===== src/rtl/jerry_ctl.sv =====
// Jerry sprite movement controller: once per frame (vblnk rising edge) applies
// walking, jump launch, rise and gravity fall, and publishes registered coordinates.
module jerry_ctl #(
  parameter int X_INIT   = 100,
  parameter int X_MIN    = 0,
  parameter int X_MAX    = 760,
  parameter int Y_MIN    = 0,
  parameter int GROUND_Y = 500,
  parameter int SPEED_X  = 4,
  parameter int JUMP_V   = 12,
  parameter int GRAVITY  = 1,
  parameter int V_MAX    = 12
) (
  input  logic       clk,
  input  logic       rst_n,
  input  logic       vblnk,
  input  logic       freeze,
  input  logic       move_left,
  input  logic       move_right,
  input  logic       jump,
  output logic [9:0] jerry_x,
  output logic [9:0] jerry_y,
  output logic       airborne,
  output logic       frame_tick,
  output logic [1:0] state_dbg
);

  typedef enum logic [1:0] {
    ST_GROUND = 2'd0,
    ST_RISE   = 2'd1,
    ST_FALL   = 2'd2
  } state_t;

  localparam logic [10:0] X_INIT_W   = 11'(X_INIT);
  localparam logic [10:0] X_MIN_W    = 11'(X_MIN);
  localparam logic [10:0] X_MAX_W    = 11'(X_MAX);
  localparam logic [10:0] Y_MIN_W    = 11'(Y_MIN);
  localparam logic [10:0] GROUND_Y_W = 11'(GROUND_Y);
  localparam logic [10:0] SPEED_X_W  = 11'(SPEED_X);
  localparam logic [7:0]  JUMP_V_W   = 8'(JUMP_V);
  localparam logic [8:0]  GRAVITY_W  = 9'(GRAVITY);
  localparam logic [8:0]  V_MAX_W    = 9'(V_MAX);

  state_t      state_q, state_d;
  logic [9:0]  x_q, x_d;
  logic [9:0]  y_q, y_d;
  logic [7:0]  vy_q, vy_d;
  logic        armed_q, armed_d;
  logic        vblnk_q;
  logic        airborne_q;
  logic        frame_tick_q;
  logic        tick;

  // All position arithmetic is 11 bits wide so nothing wraps near the edges.
  logic [10:0] x_ext, y_ext, vy_ext;
  logic [10:0] x_add, x_sub, y_up, y_down;
  logic [8:0]  vy_inc, vy_dec;

  assign tick   = vblnk & ~vblnk_q & ~freeze;
  assign x_ext  = {1'b0, x_q};
  assign y_ext  = {1'b0, y_q};
  assign vy_ext = {3'b000, vy_q};
  assign x_add  = x_ext + SPEED_X_W;
  assign x_sub  = x_ext - SPEED_X_W;
  assign y_up   = y_ext - vy_ext;
  assign y_down = y_ext + vy_ext;
  assign vy_inc = {1'b0, vy_q} + GRAVITY_W;
  assign vy_dec = ({1'b0, vy_q} > GRAVITY_W) ? ({1'b0, vy_q} - GRAVITY_W) : 9'd0;

  always_comb begin
    state_d = state_q;
    x_d     = x_q;
    y_d     = y_q;
    vy_d    = vy_q;
    armed_d = armed_q;
    if (tick) begin
      if (!jump) armed_d = 1'b1;

      if (move_left && !move_right) begin
        if (x_ext < X_MIN_W + SPEED_X_W) x_d = X_MIN_W[9:0];
        else                             x_d = x_sub[9:0];
      end else if (move_right && !move_left) begin
        if (x_add > X_MAX_W) x_d = X_MAX_W[9:0];
        else                 x_d = x_add[9:0];
      end

      case (state_q)
        ST_GROUND: begin
          if (jump && armed_q) begin
            state_d = ST_RISE;
            vy_d    = JUMP_V_W;
            armed_d = 1'b0;
          end else begin
            y_d  = GROUND_Y_W[9:0];
            vy_d = 8'd0;
          end
        end
        ST_RISE: begin
          if (y_ext < vy_ext + Y_MIN_W) begin
            y_d     = Y_MIN_W[9:0];
            vy_d    = 8'd0;
            state_d = ST_FALL;
          end else begin
            y_d  = y_up[9:0];
            vy_d = vy_dec[7:0];
            if (vy_dec == 9'd0) state_d = ST_FALL;
          end
        end
        ST_FALL: begin
          if (y_down >= GROUND_Y_W) begin
            y_d     = GROUND_Y_W[9:0];
            vy_d    = 8'd0;
            state_d = ST_GROUND;
          end else begin
            y_d  = y_down[9:0];
            vy_d = (vy_inc > V_MAX_W) ? V_MAX_W[7:0] : vy_inc[7:0];
          end
        end
        default: begin
          state_d = ST_GROUND;
          y_d     = GROUND_Y_W[9:0];
          vy_d    = 8'd0;
        end
      endcase
    end
  end

  always_ff @(posedge clk or negedge rst_n) begin
    if (!rst_n) begin
      state_q      <= ST_GROUND;
      x_q          <= X_INIT_W[9:0];
      y_q          <= GROUND_Y_W[9:0];
      vy_q         <= 8'd0;
      armed_q      <= 1'b1;
      vblnk_q      <= 1'b0;
      airborne_q   <= 1'b0;
      frame_tick_q <= 1'b0;
    end else begin
      state_q      <= state_d;
      x_q          <= x_d;
      y_q          <= y_d;
      vy_q         <= vy_d;
      armed_q      <= armed_d;
      vblnk_q      <= vblnk;
      airborne_q   <= (state_d != ST_GROUND);
      frame_tick_q <= tick;
    end
  end

  assign jerry_x    = x_q;
  assign jerry_y    = y_q;
  assign airborne   = airborne_q;
  assign frame_tick = frame_tick_q;
  assign state_dbg  = state_q;

endmodule

===== config.mk =====
export PLATFORM = sky130hd
export DESIGN_NAME = jerry_ctl
export DESIGN_NICKNAME = d
export VERILOG_FILES = /design/src/rtl/jerry_ctl.sv
export SDC_FILE = /design/constraint.sdc
export NUM_CORES = 1
export LEC_CHECK = 0
export BUFFER_PORTS_ARGS = -buffer_cell sky130_fd_sc_hd__buf_2
export CAP_MARGIN = 20
export CORE_UTILIZATION = 60
export DETAILED_ROUTE_END_ITERATION = 8
export PLACE_DENSITY = 0.81
export REMOVE_ABC_BUFFERS = 1
export SLEW_MARGIN = 20
export SYNTH_ARGS = -nofsm -noshare
export SYNTH_HDL_FRONTEND = slang
export SYNTH_SLANG_ARGS = --single-unit

===== constraint.sdc =====
create_clock -name clk -period 5.75 [get_ports clk]
set_clock_uncertainty 0.2 [all_clocks]
set_input_delay 1.15 -clock clk [delete_from_list [all_inputs] [get_ports clk]]
set_output_delay 1.15 -clock clk [all_outputs]
set_load 0.02 [all_outputs]

==> results of run 1 <==
==> how the worst max path moves through the flow <==
stage                 endpoint  slack (ps)  cells past startpoint
floorplan           jerry_y[2]        2580                      6
global placement    jerry_y[2]        2190                      7
global route           vy_q[3]        2060                     10
finish                 vy_q[3]        2340                     10
CTS                    vy_q[3]        2400                     10
detailed placement  jerry_y[6]        2100                      7
==> through the flow <==
step	util, %	cells	instance area, um^2	setup WS, ps	hold slack (ps)
2_1_floorplan	-	382	3127	2578	268.1
3_3_place_gp	65.26	480	3354	2193	286.6
3_5_place_dp	65.26	480	3354	2100	293.3
4_1_cts	67.36	488	3462	2397	302.0
5_1_grt	67.36	488	3462	2058	333.9
6_report	67.36	488	3462	2345	305.0
==> metal layers <==
| layer | up-vias | part of all wire, % | global-route usage (%) |
|---|---|---|---|
| li1 | 1515 | - | - |
| met1 | 1512 | 42 | 42.17 |
| met2 | 184 | 46 | 49.60 |
| met3 | 25 | 9.0 | 6.614 |
| met4 | 0 | 2.7 | 11.52 |
| met5 | - | 0 | 0 |
==> layout make-up <==
class / instances / area [um^2]
sequential: 32 / 813.3
clock buffer: 6 / 72.57
clock inverter: 2 / 35.03
inverter: 30 / 112.6
multi-input combinational: 320 / 2201
tap: 70 / 87.58
fill: 444 / 1678
timing repair buffer: 28 / 140.1
==> cell usage in the layout, fill, tap and decap left out, drive strengths merged, types with 7 or more instances in the layout <==
cell type / count
xor2: 7
xnor2: 8
dfstp: 10
nor2: 33
buf: 28
ha: 28
o21ai: 38
nand2: 28
dfrtp: 22
a21oi: 27
nor3: 19
nand2b: 8
a31oi: 11
nor2b: 8
nand3: 12
o31ai: 7
inv: 30
==> cell families (layout without fill, tap and decap cells) <==
logic type                 Yosys count  after routing  share of synthesized area [%]
AOI/OAI and AO/OA                  141            141                          30.27
xor gates and xnor gates            15             15                          4.054
adders and majority gates           30             30                          12.05
buffers and inverters               53             66                          7.104
DFF                                 32             32                          25.10
muxes                                1              1                         0.3089
other                                1              2                         0.1157
and+or+nand+nor                    131            131                          21.00
==> sequential cells by signal, indices dropped and copies added, names as in the netlist <==
name / count
airborne: 1
jerry_y: 10
state_dbg: 2
vy_q: 8
jerry_x: 8
vblnk_q: 1
armed_q: 1
frame_tick: 1
==> power by group through the flow <==
stage | Sequential [mW] | Clock (mW) | Combinational, mW
finish | 0.468 | 0.223 | 1.23
global route | 0.487 | 0.234 | 1.34
CTS | 0.465 | 0.223 | 1.21
detailed placement | 0.469 | 0 | 1.20
global placement | 0.465 | 0 | 1.18
floorplan | 0.510 | 0 | 0.851
==> critical path: cells and delay by family (launching register included) <==
family                   cells  cell delay (ps)
buffers and inverters        1               60
flip-flops                   1              610
AND/OR/NAND/NOR              2              690
adder cells (fa/ha/maj)      2              710
AO/OA/AOI/OAI                5             1020
==> impl_metrics.toml, run 1 <==
[hold_path]
hold_depth = 2
hold_end = "armed_q"
hold_start = "armed_q"
hold_path_class = "register to register"

[power_and_ir_drop]
internal-power_mw = 0.9319
swShare_pct = 51.58
design_power_total_mw = 1.925
combPwrFrac_pct = 64.1
p_per_area_nw_per_um2 = 556.0
p_sw_mw = 0.9929
p_leak_nw = 1.414
seq_power_share_pct = 24.3
vdd_drop_max_mv = 0.3497
power.share.clock_pct = 11.6

[clocking]
cts_inserted_buffers = 5
cts-root-buf = "clkbuf_8"
clkLatencyLatePin_ps = 300
clock_path_buffers = 2
cts_resized = 0
postCtsSetupRepairBufs = 0
path_clk_slew_ps = 70
cts.sinks = 32
cts_tree = "built"
cts.hold.buffers_added = 0
cts_max_level = 2

[grt]
grt_usage_pct = 31.25
antenna_found_initial = 0
grt_pass1_vias = 2832
grt_overflow_total = 0
grt_pass1_wl_mm = 13.37
grt_max_degree = 33

[floorplan]
num_rows = 26
die_height_um = 75.49
dieArea_um2 = 5699
top_level_ports = 31
initial_core_util_pct = 63.05
coreArea_um2 = 5140
dieWidth_um = 75.49

[setup_path]
slowest_stage = "dfrtp_1"
worstReg2RegEnd = "vy_q[3]"
arrival_ps = 3370
crit_type = "register to register"
r2r_start = "vy_q[0]"
worst_path_most_repeated_cell = "o211ai_1"
cp-startpoint = "vy_q[0]"
crit_fanout = 14
cp_slowest_stage_delay_ps = 610
crit_chain = "ha_1 -> inv_1 -> fa_1 -> a211oi_1 -> o211ai_1 -> and3_1 -> nand3b_1 -> o21ai_0 -> a22oi_1 -> o211ai_1"
r2r_cells = 10
endpoint_kind = "register"
crit_path_start_kind = "register"
reg2reg_slack_ps = 2340
worstPathRequired_ps = 5720

[synth]
ys_top_cells_by_count = "o21ai_0, nor2_1, inv_1"
syn_inst = 404
mappedNetlistArea_um2 = 3241
synth_warnings = 0
synth_ff_type = "dfrtp_1"
avgSynthCellArea_um2 = 8.021
synthArstFlopShare_pct = 100.0
synth_edf_count = 0
post-synth-top-count-cell = "o21ai_0"
synth_area_leaders = "dfrtp_1, ha_1, dfstp_2"
synth_top_area_cell = "dfrtp_1"
synth-seq-cells = 32
synth_top_area_share_pct = 16.99
synth_cell_types = 72
ys_seq_area_share_pct = 25.10

[detailed_routing]
drc = 0
wl_per_cell_um = 17.33
num_vias = 3236
drtIter0Drc = 258
viasPerCell = 6.631
route.antenna.remaining_nets = 0
drt_wl_total_mm = 8.456
dr.pass1.iters = 5

[outcome]
status = "completed"

[sta]
worst_pin_slew_ps = 722.8
fin_crit_ps = 3405
setup_viol = 0
hold_viol_final = 0
rsz0062_at_grt = "false"
tns_ps = 0
drv_slew = 0
fmax_mhz = 293.7
slew_headroom_pct = 51.81
finalCritPeriodShare_pct = 59.22

[final_layout]
area_growth_pct = 6.834
drive_gt1_share_pct = 14.59
antenna_cells = 0
nets = 454

[place]
hpwl_mm = 6.209
io_buffers = 28
place_congestion = 0.9507

[job]
max_cap_violations = 0
Power figures use the tool's default switching activity.
==> run 2: changes to the inputs <==
- CORE_UTILIZATION: 60 -> 55
- PLACE_DENSITY: 0.81 -> 0.78
- clock period: 5.75 -> 3.1 ns (I/O delays scaled with it)
==> impl_metrics.toml, run 2 (same netlist as run 1, synthesis figures left out) <==
[sta]
slew_headroom_pct = 50.96
drv_slew = 0
worst_pin_slew_ps = 735.6
fmax_mhz = 339.4
hold_viol_final = 0
finalCritPeriodShare_pct = 95.05
setup_viol = 0
fin_crit_ps = 2947

[grt]
grt_pass1_wl_mm = 14.39
antenna_found_initial = 0
grt_max_degree = 33
grt_overflow_total = 0
grt_pass1_vias = 2980
grt_usage_pct = 29.79

[clocking]
path_clk_slew_ps = 80
clkLatencyLatePin_ps = 300
clock_path_buffers = 2
cts_max_level = 2
cts.sinks = 32
cts_inserted_buffers = 5
cts_tree = "built"
cts.hold.buffers_added = 0
cts-root-buf = "clkbuf_8"

[detailed_routing]
drtIter0Drc = 348
dr.pass1.iters = 5
num_vias = 3294
viasPerCell = 6.510
wl_per_cell_um = 17.33
drc = 0
drt_wl_total_mm = 8.771
route.antenna.remaining_nets = 0

[setup_path]
crit_fanout = 10
worst_path_most_repeated_cell = "inv_1"
cp_slowest_stage_delay_ps = 480
slowest_stage = "fa_1"
worstPathRequired_ps = 3120
arrival_ps = 2970
crit_type = "register to register"
crit_path_start_kind = "register"
endpoint_kind = "register"
crit_chain = "inv_1 -> ha_1 -> inv_1 -> fa_1 -> a211oi_2 -> o211ai_1 -> and3_1 -> buf_4 -> o21ai_0 -> a22oi_1 -> o32a_2"

[final_layout]
antenna_cells = 0
final_common_cell = "o21ai_0"
final_cell_mix = "o21ai_0, nor2_1, inv_1"
largest_register_ffs = 10
nets = 470
area_growth_pct = 10.97
drive_gt1_share_pct = 18.43
final_util_pct = 64.12

[floorplan]
num_rows = 27
initial_core_util_pct = 57.79
dieArea_um2 = 6203
die_height_um = 78.76
top_level_ports = 31
dieWidth_um = 78.76
coreArea_um2 = 5608

[hold_path]
hold_path_class = "primary input to asynchronous set/reset pin"

[power_and_ir_drop]
design_power_total_mw = 3.653
p_leak_nw = 1.496
p_per_area_nw_per_um2 = 1016
vdd_drop_max_mv = 0.5929

[place]
hpwl_mm = 6.418
io_buffers = 28
place_congestion = 0.9223

[job]
max_cap_violations = 0

[outcome]
status = "completed"
## run 2: worst max-delay path, delay by kind of cell (launching register included)
family          cells  cell delay (ps)
compound gates      5             1000
fa+ha+maj           2              660
buf+inv             3              330
flops               1              400
simple gates        1              270
## run 2: stage by stage
stage                     cells  area [um^2]  hold WS, ps  setup WS [ps]  TNS, ps
after floorplan             382         3127        124.4          172.8        0
after global placement      498         3477        283.1          238.2        0
after detailed placement    498         3477        294.8          172.6        0
after CTS                   506         3588        211.1          141.0        0
after global routing        506         3596        237.8         -7.184   -7.184
final                       506         3596        175.2          153.3        0
## run 2: cell type report
class | count | area [um^2]
well taps | 72 | 90.09
multi-input cells | 320 | 2208
inverters | 30 | 112.6
flip-flops and latches | 32 | 813.3
clock inverters | 3 | 42.54
clock buffers | 5 | 68.82
fillers | 496 | 2012
repair buffers | 44 | 260.3
## run 2: routing by layer
metal | track usage (%) | wire, um | up-vias
met5 | 0 | 0 | -
met4 | 11.67 | 241 | 0
met3 | 4.713 | 727 | 36
met2 | 50.17 | 4166 | 181
met1 | 38.07 | 3636 | 1535
li1 | - | - | 1542
## run 2: final timing paths
check,from,endpoint,slack [ps],depth (start not counted)
worst min register to register,armed_q,armed_q,300,2
max in group asynchronous,rst_n,jerry_y[9],2050,1
min in group clk,vblnk,vblnk_q,240,1
worst min-delay path,rst_n,jerry_x[3],180,1
worst max register to register,jerry_y[0],jerry_y[5],150,11
worst max-delay path,jerry_y[0],jerry_y[5],150,11
## run 2: repair_timing
item                                    CTS  global route
setup buffers                             0             0
endpoints found under the setup margin    0             9
gates resized for setup                   0             3
endpoints found under the hold margin     0             0
## run 2: where the power goes
| part | leakage (nW) | total [mW] | internal, mW | switching (mW) |
|---|---|---|---|---|
| Combinational | 1.06 | 2.42 | 0.968 | 1.46 |
| Sequential | 0.386 | 0.808 | 0.596 | 0.211 |
| Clock | 0.0541 | 0.420 | 0.238 | 0.182 |
| Total | 1.50 | 3.65 | 1.80 | 1.85 |
